[config.mk]
export PLATFORM = sky130hd
export DESIGN_NAME = gdo_mac_stream_flat
export DESIGN_NICKNAME = d
export VERILOG_FILES = /design/src/rtl/gdo_mac_stream_if.sv /design/src/rtl/gdo_mac_stream.sv /design/src/flat_wrapper.sv
export SDC_FILE = /design/constraint.sdc
export NUM_CORES = 1
export LEC_CHECK = 0
export BUFFER_PORTS_ARGS = -buffer_cell sky130_fd_sc_hd__clkbuf_2
export CAP_MARGIN = 20
export CORE_UTILIZATION = 55
export DETAILED_ROUTE_END_ITERATION = 10
export GPL_TIMING_DRIVEN = 0
export HOLD_SLACK_MARGIN = 0.05
export PLACE_DENSITY = 0.71
export SYNTH_ARGS = -nofsm -noshare
export SYNTH_HDL_FRONTEND = slang
export SYNTH_SLANG_ARGS = --single-unit
[constraint.sdc]
create_clock -name clk -period 4.7 [get_ports clk]
set_input_delay 0.94 -clock clk [delete_from_list [all_inputs] [get_ports clk]]
set_output_delay 0.94 -clock clk [all_outputs]
set_load 0.01 [all_outputs]
[src/rtl/gdo_mac_stream_if.sv]
// gdo_mac_stream_if: operand-pair input stream and result output stream of the gdo MAC engine.
interface gdo_mac_stream_if #(
    parameter int DATA_W = 16,
    parameter int LEN_W  = 8
);
    logic [LEN_W-1:0]  cfg_len;
    logic              in_valid;
    logic              in_ready;
    logic [DATA_W-1:0] in_a;
    logic [DATA_W-1:0] in_b;
    logic              out_valid;
    logic              out_ready;
    logic [DATA_W-1:0] out_data;
    logic              out_ovf;

    modport master (
        output cfg_len, in_valid, in_a, in_b, out_ready,
        input  in_ready, out_valid, out_data, out_ovf
    );

    modport slave (
        input  cfg_len, in_valid, in_a, in_b, out_ready,
        output in_ready, out_valid, out_data, out_ovf
    );
endinterface

[src/rtl/gdo_mac_stream.sv]
// gdo_mac_stream: streaming fixed-point dot product (multiply stage, accumulate stage, one result per vector).
// Define GDO_MAC_SAT_EN to clamp overflowed products/sums instead of wrapping.
module gdo_mac_stream #(
    parameter int DATA_W = 16,
    parameter int FRAC_W = 8,
    parameter int LEN_W  = 8
) (
    input  logic              clk,
    input  logic              rst_n,
    gdo_mac_stream_if.slave   s
);
    typedef enum logic [1:0] {IDLE, ACCUM, DRAIN, OUT} state_t;

    localparam logic [DATA_W-1:0] MAX_V = {1'b0, {(DATA_W-1){1'b1}}};
    localparam logic [DATA_W-1:0] MIN_V = {1'b1, {(DATA_W-1){1'b0}}};

    state_t            st_q, st_d;
    logic [LEN_W-1:0]  len_q, len_d, cnt_q, cnt_d;
    logic              dn_q, dn_d, pv_q, pv_d, povf_q, povf_d, ovf_q, ovf_d;
    logic [DATA_W-1:0] prod_q, prod_d, acc_q, acc_d;

    logic                      fire, take;
    logic [2*DATA_W-1:0]       p;
    logic [DATA_W-FRAC_W:0]    p_hi;
    logic                      p_ov, s_ov;
    logic [DATA_W-1:0]         p_val, sum, sum_val;

    assign s.in_ready  = rst_n && (st_q == IDLE || st_q == ACCUM);
    assign s.out_valid = (st_q == OUT);
    assign s.out_data  = acc_q;
    assign s.out_ovf   = ovf_q;

    assign fire = s.in_valid && s.in_ready;
    assign take = (st_q == OUT) && s.out_ready;

    always_comb begin
        p     = {{DATA_W{s.in_a[DATA_W-1]}}, s.in_a} * {{DATA_W{s.in_b[DATA_W-1]}}, s.in_b};
        p_hi  = p[2*DATA_W-1 : DATA_W+FRAC_W-1];
        p_ov  = !((&p_hi) || !(|p_hi));
        sum   = acc_q + prod_q;
        s_ov  = (acc_q[DATA_W-1] == prod_q[DATA_W-1]) && (sum[DATA_W-1] != acc_q[DATA_W-1]);
`ifdef GDO_MAC_SAT_EN
        p_val   = p_ov ? (p[2*DATA_W-1] ? MIN_V : MAX_V) : p[DATA_W+FRAC_W-1 -: DATA_W];
        sum_val = s_ov ? (acc_q[DATA_W-1] ? MIN_V : MAX_V) : sum;
`else
        p_val   = p[DATA_W+FRAC_W-1 -: DATA_W];
        sum_val = sum;
`endif
    end

    // Stage 1 captures only handshaken pairs; stage 2 folds them into the accumulator.
    always_comb begin
        prod_d = fire ? p_val : prod_q;
        povf_d = fire && p_ov;
        pv_d   = fire;
        acc_d  = pv_q ? sum_val : (take ? '0 : acc_q);
        ovf_d  = pv_q ? (ovf_q || povf_q || s_ov) : (take ? 1'b0 : ovf_q);
    end

    always_comb begin
        st_d  = st_q;
        len_d = len_q;
        cnt_d = cnt_q;
        dn_d  = 1'b0;
        case (st_q)
            IDLE: if (fire) begin
                len_d = s.cfg_len;
                cnt_d = LEN_W'(1);
                st_d  = (s.cfg_len == LEN_W'(1)) ? DRAIN : ACCUM;
            end
            ACCUM: if (fire) begin
                cnt_d = cnt_q + LEN_W'(1);
                st_d  = (cnt_q == len_q - LEN_W'(1)) ? DRAIN : ACCUM;
            end
            DRAIN: begin
                dn_d = !dn_q;
                st_d = dn_q ? OUT : DRAIN;
            end
            OUT: st_d = s.out_ready ? IDLE : OUT;
            default: st_d = IDLE;
        endcase
    end

    always_ff @(posedge clk or negedge rst_n) begin
        if (!rst_n) begin
            st_q   <= IDLE;
            len_q  <= '0;
            cnt_q  <= '0;
            dn_q   <= 1'b0;
            pv_q   <= 1'b0;
            povf_q <= 1'b0;
            prod_q <= '0;
            acc_q  <= '0;
            ovf_q  <= 1'b0;
        end else begin
            st_q   <= st_d;
            len_q  <= len_d;
            cnt_q  <= cnt_d;
            dn_q   <= dn_d;
            pv_q   <= pv_d;
            povf_q <= povf_d;
            prod_q <= prod_d;
            acc_q  <= acc_d;
            ovf_q  <= ovf_d;
        end
    end
endmodule

[src/flat_wrapper.sv]
// flat-port wrapper written by rule: the top's interface ports become plain ports
module gdo_mac_stream_flat 
#(
    parameter int DATA_W = 16,
    parameter int FRAC_W = 8,
    parameter int LEN_W  = 8
)
  (clk, rst_n, s_cfg_len, s_in_valid, s_in_a, s_in_b, s_out_ready, s_in_ready, s_out_valid, s_out_data, s_out_ovf);
  gdo_mac_stream_if #(.DATA_W(DATA_W), .LEN_W(LEN_W)) s_i ();
  input  logic clk;
  input  logic rst_n;
  input wire logic [$bits(s_i.cfg_len)-1:0] s_cfg_len;
  input wire logic [$bits(s_i.in_valid)-1:0] s_in_valid;
  input wire logic [$bits(s_i.in_a)-1:0] s_in_a;
  input wire logic [$bits(s_i.in_b)-1:0] s_in_b;
  input wire logic [$bits(s_i.out_ready)-1:0] s_out_ready;
  output wire logic [$bits(s_i.in_ready)-1:0] s_in_ready;
  output wire logic [$bits(s_i.out_valid)-1:0] s_out_valid;
  output wire logic [$bits(s_i.out_data)-1:0] s_out_data;
  output wire logic [$bits(s_i.out_ovf)-1:0] s_out_ovf;
  assign s_i.cfg_len = s_cfg_len;
  assign s_i.in_valid = s_in_valid;
  assign s_i.in_a = s_in_a;
  assign s_i.in_b = s_in_b;
  assign s_i.out_ready = s_out_ready;
  assign s_in_ready = s_i.in_ready;
  assign s_out_valid = s_i.out_valid;
  assign s_out_data = s_i.out_data;
  assign s_out_ovf = s_i.out_ovf;
  gdo_mac_stream #(.DATA_W(DATA_W), .FRAC_W(FRAC_W), .LEN_W(LEN_W)) u_core (.clk(clk), .rst_n(rst_n), .s(s_i));
endmodule
# Yosys cells after proc, flatten, opt, wreduce, memory -nomap -nowiden

Index checks and enable logic that the tools add are counted.
W data, S select, Z words.

Multiply operators: 1
Shifts and indexed selects: 0
$lt $le $gt $ge: 0
Equal/unequal tests: 9
Reduce and logical (&&, ||, !) cells: 20
Div/mod/pow operators: 0
Multiplexer cells: 15
Bitwise gates (word level): 0
Add/sub/neg operators: 3

Operator list:

| cell                  | count |
|---|---|
| $mul A16 B16 Y32      | 1 |
| $mux W16              | 2 |
| $add A16 B16 Y16      | 1 |
| $mux W8               | 2 |
| $pmux W8 S2           | 1 |
| $mux W2               | 5 |
| $reduce_and A9 Y1     | 1 |
| $reduce_or A9 Y1      | 1 |
| $add A8 B1 Y8 const B | 1 |
| $eq A8 B1 Y1 const B  | 1 |
| $eq A8 B8 Y1          | 1 |
| $pmux W2 S4           | 1 |
| $sub A8 B1 Y8 const B | 1 |
| $logic_and A1 B1 Y1   | 5 |
| $eq A2 B2 Y1 const B  | 2 |
| $logic_or A1 B1 Y1    | 4 |
| $mux W1               | 4 |
| $ne A2 B1 Y1 const B  | 2 |
| $reduce_and A2 Y1     | 2 |
| $reduce_bool A2 Y1    | 2 |
| $logic_not A1 Y1      | 3 |
| $reduce_and A3 Y1     | 1 |
| $eq A2 B1 Y1 const B  | 1 |
| $logic_not A2 Y1      | 1 |
| other kinds (2)       | 2 |

Bits in latches: 0
RAM bits: 0
Memories: 0
Register bits: 54
Memory bits (read-only): 0
Output and inout port bits: 19

# Longest topological paths before layout

Gate-level depths: netlist of the first run.

Depth in word-level cells: 6
Gate-level depth with buffers: 24
Depth with buffers taken out: 23

# Worst setup path before layout of the first run

OpenSTA, ideal clock, no wires.

Path kind: input -> register
From: input port s_in_a[15]
To: register u_core.povf_q
Path slack: -2.053 ns
Path buffers: 1
Setup time: 0.141 ns
Data arrival time: 6.612 ns
Cell stages on the path: 20
Cells stage by stage: clkbuf_1 -> nand2_1 -> fa_1 -> inv_1 -> fa_1 -> inv_1 -> fa_1 -> fa_1 -> fa_1 -> fa_1 -> inv_1 -> ha_1 -> and2_1 -> or2_4 -> a21oi_1 -> or3b_1 -> a211oi_1 -> a311oi_1 -> a2111oi_1 -> a211oi_1

Word-level cells in the longest chain between the ends: 6

Ends and longest elaborated chain:

| element                 | line                  | source |
|---|---|---|
| start: declaration      | flat_wrapper.sv:14    | `input wire logic [$bits(s_i.in_a)-1:0] s_in_a;` |
| $mul A16 B16 Y32 (*)    | gdo_mac_stream.sv:37  | `p = {{DATA_W{s.in_a[DATA_W-1]}}, s.in_a} * {{DATA_W{s.in_b[DATA_W-1]}}, s.in_b};` |
| $reduce_or A9 Y1        | gdo_mac_stream.sv:39  | `p_ov = !((&p_hi) \|\| !(\|p_hi));` |
| $logic_not A1 Y1        | gdo_mac_stream.sv:39  |  |
| $logic_or A1 B1 Y1 (*)  | gdo_mac_stream.sv:39  |  |
| $logic_not A1 Y1 (*)    | gdo_mac_stream.sv:39  |  |
| $logic_and A1 B1 Y1 (*) | gdo_mac_stream.sv:54  | `povf_d = fire && p_ov;` |
| net u_core.povf_d       | gdo_mac_stream.sv:19  | `logic dn_q, dn_d, pv_q, pv_d, povf_q, povf_d, ovf_q, ovf_d;` |
| end signal: assignment  | gdo_mac_stream.sv:101 | `povf_q <= povf_d;` |
| end: declaration        | gdo_mac_stream.sv:19  |  |

Mark *: on every way through the listed nets, which the timed path passes. The rest lies on a longest branch.
A chain may end at the register's enable or synchronous reset.

# Worst setup path in the final report of the first run

From: input port s_in_a[7]
To: register u_core.povf_q

Same word-level chain as after synthesis.

==> results.txt, run 1 <==
fill count = 1772
post-synthesis sequential area ratio = 10.7%
final net count = 1891
H-tree Lvls = 2
Seq cells post-synth = 54
largest net degree at the start of global routing = 37
DR vias/cell = 5.51
CP Capture Type = flip-flop
Critical Path Sink = u_core.povf_q
ANT cells = 0
placed cells = 1718
CP Data Arrival Time = 6.68 ns
Yosys warnings = 0
post-route minimum period = 6.48 ns
CTS buffer count = 5
Die Wd = 154 um
Post-Syn Area = 12700 sq um
post-synthesis cell type count = 61
Reg area = 1350 sq um
DR WL/cell = 17.7 um
Post-DP HPWL = 25000 um
GRT Resource Usage Total = 27.7%
Final Max Tran Viols = 0
min-delay src = u_core.dn_q
critical path depth = 23
layout cells sized above 1 = 19.5%
core box area = 22600 sq um
post-route ant nets = 0
global route overflow = 0
CTS tree = yes
Max-slew headroom = 44.3%
Worst path top cell family by delay = adder cells
Die ar. = 23600 sq um
initial antenna violation count = 0
Hold Buf Count CTS = 0
CP required = 4.90 ns
port bufs = 62
final number of hold-violating endpoints = 0
Util after Layout = 67.4%
maximum capacitance violations = 0
root buffer cell = clkbuf_16
Tcrit/Tclk final = 138%
first-pass GRT wire length = 50900 um
top_reg_cell synth = dfrtp_1
Multi-input gate area = 10600 sq um
Vias = 9780
beginning of the critical path = s_in_a[7]
status = finished, violations left
Placer Congestion = 0.923
worst hold path class = flip-flop to flip-flop
Reg clk slew, reported paths = 0.07 ns
post-route insts no fill = 1775
WP buf/inv = 7
worst stage delay on the critical path = 0.53 ns
Worst-Margin Slew = 0.835 ns
I/O pin cnt = 63
FF-to-FF path depth = 11
crit path kind = input port to flip-flop
critical-path cell list = clkbuf_8 > clkbuf_16 > buf_4 > nand2_1 > fa_1 > inv_1 > fa_1 > fa_1 > fa_1 > fa_1 > inv_1 > fa_1 > inv_1 > ha_1 > inv_2 > o21bai_1 > a21o_1 > a21o_1 > a211o_1 > a21o_1 > a311oi_2 > a2111oi_2 > a211oi_1
Synth Instances = 1370
crit start category = input port
die height = 154 um
crit path max fanout = 7
clock buffer depth = 2
Place WS = -2.45 ns
reg-to-reg critical path startpoint = u_core.s.out_data[0]
clk_skew = 0.00481 ns
reg-to-reg endpoint = u_core.s.out_data[14]
Post-synth EDFFs = 0
later-pin clock latency in the skew report = 0.29 ns
vias in the first global route = 10300
R2R Setup Slk = 1.64 ns
setup violators final = 17
DR pass1 iterations = 5
Clock Sinks = 54
synth-to-layout area growth = 20.2%
Avg Inst Size Synth = 9.24 sq um
failing checks = negative setup slack
Remaining DRCs = 0
floorplan row count = 55
Routed WL = 31300 um
Async S/R FF share, synth = 100%
Slowest-stage cell, CP = fa_1
Net Count, Synth = 1772
Max Fclk = 154 MHz
CP dominant cell by count = fa_1
Detailed Route Iter0 Violations = 495
unrepaired setup endpoints after global routing = true
worst setup margin = -1.78 ns
starting density of the core = 56.1%
-- cells in the final DEF (no fill, tap or decap), types with 14 or more instances in the layout --
| master | n |
|---|---|
| inv_1 | 279 |
| a22o_1 | 15 |
| a21o_1 | 14 |
| and2_1 | 107 |
| a21oi_1 | 21 |
| xor2_1 | 16 |
| nand2_1 | 152 |
| clkbuf_2 | 39 |
| clkbuf_8 | 22 |
| dfrtp_1 | 54 |
| xnor2_1 | 25 |
| nor2_1 | 34 |
| inv_2 | 24 |
| nand3_1 | 19 |
| buf_4 | 37 |
| clkbuf_16 | 21 |
| ha_4 | 15 |
| fa_1 | 252 |
| ha_1 | 76 |
| o21ai_0 | 17 |
-- cells in the mapped netlist, types with 7 or more instances --
library cell | count | area share (%)
o21a_1 | 9 | 0.53
o21ai_0 | 28 | 1.1
o21ai_1 | 7 | 0.28
nor3_1 | 15 | 0.59
nand2_1 | 169 | 5.0
xor2_1 | 16 | 1.1
o31ai_1 | 8 | 0.47
a21oi_1 | 24 | 0.95
inv_1 | 306 | 9.1
dfrtp_1 | 54 | 11
fa_1 | 262 | 41
a31oi_1 | 7 | 0.35
nand2b_1 | 10 | 0.49
nand3_1 | 21 | 0.83
clkbuf_1 | 41 | 1.2
and2_1 | 119 | 5.9
xnor2_1 | 31 | 2.1
a21o_1 | 14 | 0.83
a22o_1 | 15 | 1.0
nor2_1 | 36 | 1.1
ha_1 | 96 | 9.5
-- registers in the layout, summed over array words and instances (netlist names) --
name / flops
u_core.cnt_q: 8
u_core.povf_q: 1
u_core.len_q: 8
u_core.st_q: 2
u_core.s.out_ovf: 1
u_core.prod_q: 16
u_core.s.out_data: 16
u_core.dn_q: 1
u_core.pv_q: 1
-- cells by family after synthesis --
kind of cell	count (synthesis)	share of synthesized area [%]
xor+xnor	47	3.25
flops	54	10.7
buf+inv	349	10.3
mux	8	0.702
simple gates	400	15.6
compound gates	154	8.53
fa+ha+maj	358	50.9
-- worst min path at each step --
stage	cells after the start	slack [ns]	end
global placement	1	0.42	u_core.dn_q
floorplan	1	0.41	u_core.dn_q
detailed placement	1	0.43	u_core.dn_q
global route	1	0.45	u_core.dn_q
CTS	1	0.44	u_core.dn_q
finish	1	0.44	u_core.dn_q
-- metrics by stage --
stage | TNS (ns) | hold WS (ns) | instance area (sq um)
2_1_floorplan | -13.66 | 0.407 | 13200
3_3_place_gp | -25.85 | 0.416 | 13800
3_5_place_dp | -26.47 | 0.430 | 13900
4_1_cts | -18.03 | 0.439 | 15000
5_1_grt | -20.64 | 0.455 | 15200
6_report | -18.15 | 0.443 | 15200
-- routing by layer --
metal  GRT usage [%]  routed length [um]  vias to the layer above
met5               0                   0                        -
met1            35.6               12200                     4990
met4            10.9                1370                        0
met2            47.9               16100                      259
met3            3.24                1620                       89
li1                -                   -                     4442
-- area by class of cell --
type	instances	share of cell area [%]
plain buffers	42	3.95
clock buffers	7	0.872
clock inverters	1	0.197
inverters	307	7.63
multi-input cells	967	70.0
flip-flops and latches	54	8.88
well taps	285	2.34
repair buffers	112	6.14
-- timing repair --
item	CTS	global route
gates resized for setup	138	51
endpoints found under the setup margin	17	17
setup buffers	42	4
pin swaps	64	54
gates cloned	3	0
Power of run 1 is left out: the tool's default activity adds up to more than one toggle a clock period on the data nets, which glitch-free logic cannot reach.
==> run 2: changes to the inputs <==
MAX_ROUTING_LAYER = met4   (was unset)
SKIP_LAST_GASP = 1   (was unset)
==> run 2 against run 1 <==
Compared with the run above:
- the run still ends with negative setup slack left
- maximum frequency is essentially flat
- wire length grew 1.6%
- die area is the same
- sequential share of layout area shrank 0.16 points
- via count grew 1.3%
- clock skew grew 0.0020 ns
- critical path type unchanged
- critical endpoint unchanged
==> results.txt, run 2 (synthesis results as in run 1) <==
Detailed Route Iter0 Violations = 555 (+12%)
ANT cells = 0 (unchanged)
GRT Resource Usage Total = 28.5% (+0.77 points)
maximum capacitance violations = 0 (unchanged)
hold slack = 0.426 ns (-0.0170 ns)
Max Fclk = 154 MHz (about the same)
I/O pin cnt = 63 (unchanged)
status = finished, violations left
H-tree Lvls = 2 (unchanged)
Max-slew headroom = 47.4% (+3.1 points)
port bufs = 62 (unchanged)
final instance area = 15500 sq um (+1.8%)
worst hold path class = flip-flop to flip-flop
Post-DP HPWL = 25300 um (+1.0%)
setup violators final = 17 (unchanged)
Tcrit/Tclk final = 138% (about the same)
Reg clk slew, reported paths = 0.07 ns (about the same)
later-pin clock latency in the skew report = 0.30 ns (about the same)
CP Capture Type = flip-flop
vias in the first global route = 10500 (+1.5%)
most common cell after layout, fill and taps aside = inv_1
Placer Congestion = 0.939 (+1.6%)
CP required = 4.86 ns (-0.04 ns)
Remaining DRCs = 0 (unchanged)
Vias = 9910 (+1.3%)
core box area = 22600 sq um (unchanged)
Place WS = -2.50 ns (-0.0539 ns)
unrepaired setup endpoints after global routing = true
setup TNS = -20.36 ns (-2.22 ns)
Routed WL = 31800 um (+1.6%)
Die Wd = 154 um (unchanged)
layout cells sized above 1 = 21.8% (+2.3 points)
first-pass GRT wire length = 50900 um (about the same)
post-route minimum period = 6.48 ns (-0.00492 ns)
clock buffer depth = 2 (unchanged)
Final Max Tran Viols = 0 (unchanged)
crit path kind = input port to flip-flop
final net count = 1915 (+1.3%)
global route overflow = 0 (unchanged)
Worst-Margin Slew = 0.788 ns (-0.0470 ns)
failing checks = negative setup slack
starting density of the core = 56.1% (unchanged)
largest net degree at the start of global routing = 37 (unchanged)
worst setup margin = -1.78 ns (+0.00492 ns)
DR vias/cell = 5.51 (about the same)
Post-DP Area = 13900 sq um (unchanged)
commonest cells after routing, fill and taps aside = inv_1 (276), fa_1 (246), nand2_1 (150), and2_1 (107), ha_1 (80)
CP Data Arrival Time = 6.63 ns (-0.05 ns)
floorplan row count = 55 (unchanged)
initial antenna violation count = 0 (unchanged)
crit path max fanout = 7 (unchanged)
die height = 154 um (unchanged)
CTS buffer count = 5 (unchanged)
Die ar. = 23600 sq um (unchanged)
Clock Sinks = 54 (unchanged)
root buffer cell = clkbuf_16
clk_skew = 0.00678 ns (+0.00198 ns)
CTS tree = yes
DR pass1 iterations = 5 (unchanged)
final number of hold-violating endpoints = 0 (unchanged)
synth-to-layout area growth = 22.3%
DR WL/cell = 17.7 um (+0.21%)
post-route ant nets = 0 (unchanged)
crit start category = input port
==> run 2: cell count changes in the layout (fill, tap and decap cells not counted), sizes merged <==
cell / delta
buf: +48
clkbuf: -25
bufinv: +1
clkinv: +1
inv: -1
==> run 2: timing repair <==
action / in CTS / in global routing
gates resized for setup: 96 / 142
buffers inserted: 33 / 43
hold buffers: 0 / 0
gates cloned: 1 / 0
pin swaps: 50 / 91
endpoints found under the setup margin: 17 / 17
==> run 2: worst max-delay path, cell delays in order <==
cell and delay, ns:
clkbuf_16 0.13, clkbuf_16 0.14, buf_4 0.17, nand2_1 0.09, fa_1 0.50, inv_1 0.05
fa_1 0.48, fa_1 0.54, fa_2 0.61, fa_1 0.44, fa_1 0.60, ha_4 0.22
a21oi_2 0.15, o21bai_1 0.08, a21o_1 0.22, a21o_1 0.17, a211o_1 0.30, a21o_1 0.21
a311oi_2 0.35, buf_4 0.17, a211oi_1 0.06
==> run 2: layout make-up <==
type	instances	area, sq um
Timing Repair Buffer	136	1150
Clock inverter	2	60.1
Inverter	307	1160
Sequential cell	54	1350
Fill cell	1757	7090
Tap cell	285	357
Buffer	42	546
Clock buffer	6	139
Multi-Input combinational cell	967	10700
==> run 2: final timing paths <==
kind	end	depth (start not counted)	from	slack [ns]
max in group asynchronous	u_core.len_q[3]	2	rst_n	3.50
min	u_core.dn_q	1	u_core.dn_q	0.43
max	u_core.povf_q	21	s_in_a[7]	-1.78
min reg2reg	u_core.dn_q	1	u_core.dn_q	0.43
max reg2reg	u_core.s.out_data[14]	11	u_core.s.out_data[0]	1.66
min in group asynchronous	u_core.s.out_data[15]	1	rst_n	0.62
==> run 2: stage by stage <==
step | util (%) | std cells
final | 68.6 | 1799
after global routing | 68.6 | 1799
after CTS | 65.5 | 1760
after detailed placement | 61.4 | 1718
after global placement | 61.3 | 1717
after floorplan | - | 1370
==> run 2: routing by layer <==
metal	GRT usage [%]	part of all wire (%)	wire length [um]
met1	35.5	39	12300
met2	49.1	54	17100
met3	2.34	4.5	1420
met4	9.38	3.4	1080
met5	-	0	0
Power of run 2 is left out for the same reason.
==> run 3: changes to the inputs <==
--- a/config.mk
+++ b/config.mk
@@ -8,3 +8,2 @@
 export BUFFER_PORTS_ARGS = -buffer_cell sky130_fd_sc_hd__clkbuf_2
-export CAP_MARGIN = 20
 export CORE_UTILIZATION = 55
==> constraint.sdc (replaced) <==
create_clock -name clk -period 4.7 [get_ports clk]
set_input_delay 0.47 -clock clk [delete_from_list [all_inputs] [get_ports clk]]
set_output_delay 0.47 -clock clk [all_outputs]
set_load 0.01 [all_outputs]
==> run 3 against run 2 <==
Compared with the run above:
- the flow still finishes with violations (negative setup slack)
- worst setup slack improved by 0.48 ns
- non-clock buffer count down 13
- final area shrank 1.8%
- sequential share of layout area increased by 0.16 points
- cell count down 0.72%
- maximum frequency up 8.0%
- hold slack got worse by 0.37 ns
- count of clock-buffer cells in the layout grew 1
- wire length down 0.39%
- critical path type unchanged
- critical endpoint unchanged
- largest cell class unchanged
==> results.txt, run 3 (synthesis results as in run 1) <==
vias in the first global route = 10300 (-1.4%)
unrepaired setup endpoints after global routing = true
Placer Congestion = 0.939 (about the same)
worst hold path class = input port to async pin
Routed WL = 31700 um (-0.39%)
Detailed Route Iter0 Violations = 513 (-7.6%)
port bufs = 62 (unchanged)
largest net degree at the start of global routing = 56 (+51%)
worst stage delay on the critical path = 0.61 ns (about the same)
final net count = 1902 (-0.68%)
synth-to-layout area growth = 20.1%
crit path max fanout = 10 (+3)
CTS buffer count = 5 (unchanged)
FF-to-FF path depth = 11 (unchanged)
CP Capture Type = flip-flop
layout cells sized above 1 = 19.5% (-2.3 points)
floorplan row count = 55 (unchanged)
Worst path top cell family by delay = adder cells
ANT cells = 0 (unchanged)
GR peak layer = met2
crit start category = input port
global route overflow = 0 (unchanged)
DR WL/cell = 17.8 um (+0.33%)
I/O pin cnt = 63 (unchanged)
met2 usage = 49.2% (+0.11 points)
Hold Buf Count CTS = 0 (unchanged)
Remaining DRCs = 0 (unchanged)
critical path depth = 20 (-4.8%)
Reg clk slew, reported paths = 0.07 ns (about the same)
Max Fclk = 167 MHz (+8.0%)
fill count = 1805 (+2.7%)
setup violators final = 16 (-1)
crit path kind = input port to flip-flop
GRT met3 Usage = 3.13% (+0.79 points)
Multi-input gate area = 10600 sq um (-1.0%)
Die Wd = 154 um (unchanged)
WP buf/inv = 3 (-2)
first-pass GRT wire length = 51000 um (about the same)
clk_skew = 0.00656 ns (-0.000228 ns)
Worst-Margin Slew = 0.810 ns (+0.0217 ns)
Slowest-stage cell, CP = fa_1
Post-DP HPWL = 25300 um (+0.20%)
Reg area = 1350 sq um (unchanged)
status = finished, violations left
Clock Sinks = 54 (unchanged)
maximum capacitance violations = 0 (unchanged)
final number of hold-violating endpoints = 0 (unchanged)
DR pass1 iterations = 5 (unchanged)
commonest cells after routing, fill and taps aside = inv_1 (278), fa_1 (253), nand2_1 (156), and2_1 (106), ha_1 (80)
Die ar. = 23600 sq um (unchanged)
starting density of the core = 56.1% (unchanged)
post-route ant nets = 0 (unchanged)
CP required = 4.90 ns (+0.04 ns)
Vias = 9930 (+0.20%)
Max-slew headroom = 46.0% (-1.4 points)
root buffer cell = clkbuf_16
failing checks = negative setup slack
GRT Resource Usage Total = 28.6% (+0.092 points)
critical-path cell list = clkbuf_4 > clkbuf_8 > nand2_1 > fa_1 > inv_1 > fa_1 > fa_1 > fa_1 > fa_1 > fa_1 > ha_1 > a21oi_1 > o21bai_1 > a21o_1 > a2111oi_2 > a31oi_4 > and3_1 > o221ai_1 > a31oi_1 > a211oi_1
post-route insts no fill = 1786 (-0.72%)
H-tree Lvls = 2 (unchanged)
post-route minimum period = 6.00 ns (-0.480 ns)
met1 Use GR = 34.5% (-0.99 points)
DR vias/cell = 5.56 (+0.93%)
placed cells = 1717 (-0.058%)
later-pin clock latency in the skew report = 0.29 ns (about the same)
most common cell after layout, fill and taps aside = inv_1
CP dominant cell by count = fa_1
initial antenna violation count = 0 (unchanged)
core box area = 22600 sq um (unchanged)
die height = 154 um (unchanged)
CTS tree = yes
CP Data Arrival Time = 6.20 ns (-0.43 ns)
Final Max Tran Viols = 0 (unchanged)
worst setup margin = -1.30 ns (+0.480 ns)
clock buffer depth = 2 (unchanged)
Tcrit/Tclk final = 128% (-10 points)
run 3: per-stage QoR:
step	setup WS, ns	hold slack (ns)	util (%)	instance area [sq um]	setup TNS [ns]
after floorplan	-1.21	0.174	-	13200	-6.39
after global placement	-1.94	0.416	61.3	13800	-17.95
after detailed placement	-1.96	0.428	61.3	13800	-19.08
after CTS	-1.35	0.414	65.9	14900	-10.41
after global routing	-1.56	0.0795	67.4	15200	-13.86
final	-1.30	0.0609	67.4	15200	-11.30
run 3: area by class of cell:
cell class / instances / share of cell area (%)
multi-input cells: 967 / 69.7
flip-flops and latches: 54 / 8.89
inverters: 307 / 7.61
repair buffers: 123 / 6.99
plain buffers: 42 / 3.47
well taps: 285 / 2.34
clock buffers: 7 / 0.938
clock inverters: 1 / 0.0329
run 3: path summary, 6_finish.rpt:
check                                     start               endpoint  slack, ns
max                                  s_in_a[10]          u_core.povf_q      -1.30
min reg2reg                         u_core.dn_q            u_core.dn_q       0.43
min                                       rst_n  u_core.s.out_data[15]       0.06
max in group asynchronous                 rst_n        u_core.len_q[3]       4.11
max reg2reg                u_core.s.out_data[0]  u_core.s.out_data[14]       1.64
min in group clk                   s_cfg_len[1]        u_core.len_q[1]       0.42
run 3: what timing repair did:
| action | 4_1_cts | 5_1_grt |
|---|---|---|
| endpoints found under the hold margin | 0 | 0 |
| setup buffers | 41 | 14 |
| resized for setup | 104 | 74 |
| gates cloned | 6 | 0 |
| pin swaps | 42 | 44 |
| endpoints found under the setup margin | 17 | 17 |
run 3: layer usage:
metal  part of all wire, %  wire length (um)
met1                    38             11900
met2                    53             16800
met3                   5.4              1700
met5                     0                 0
met4                   4.0              1250
Power of run 3 is left out for the same reason.
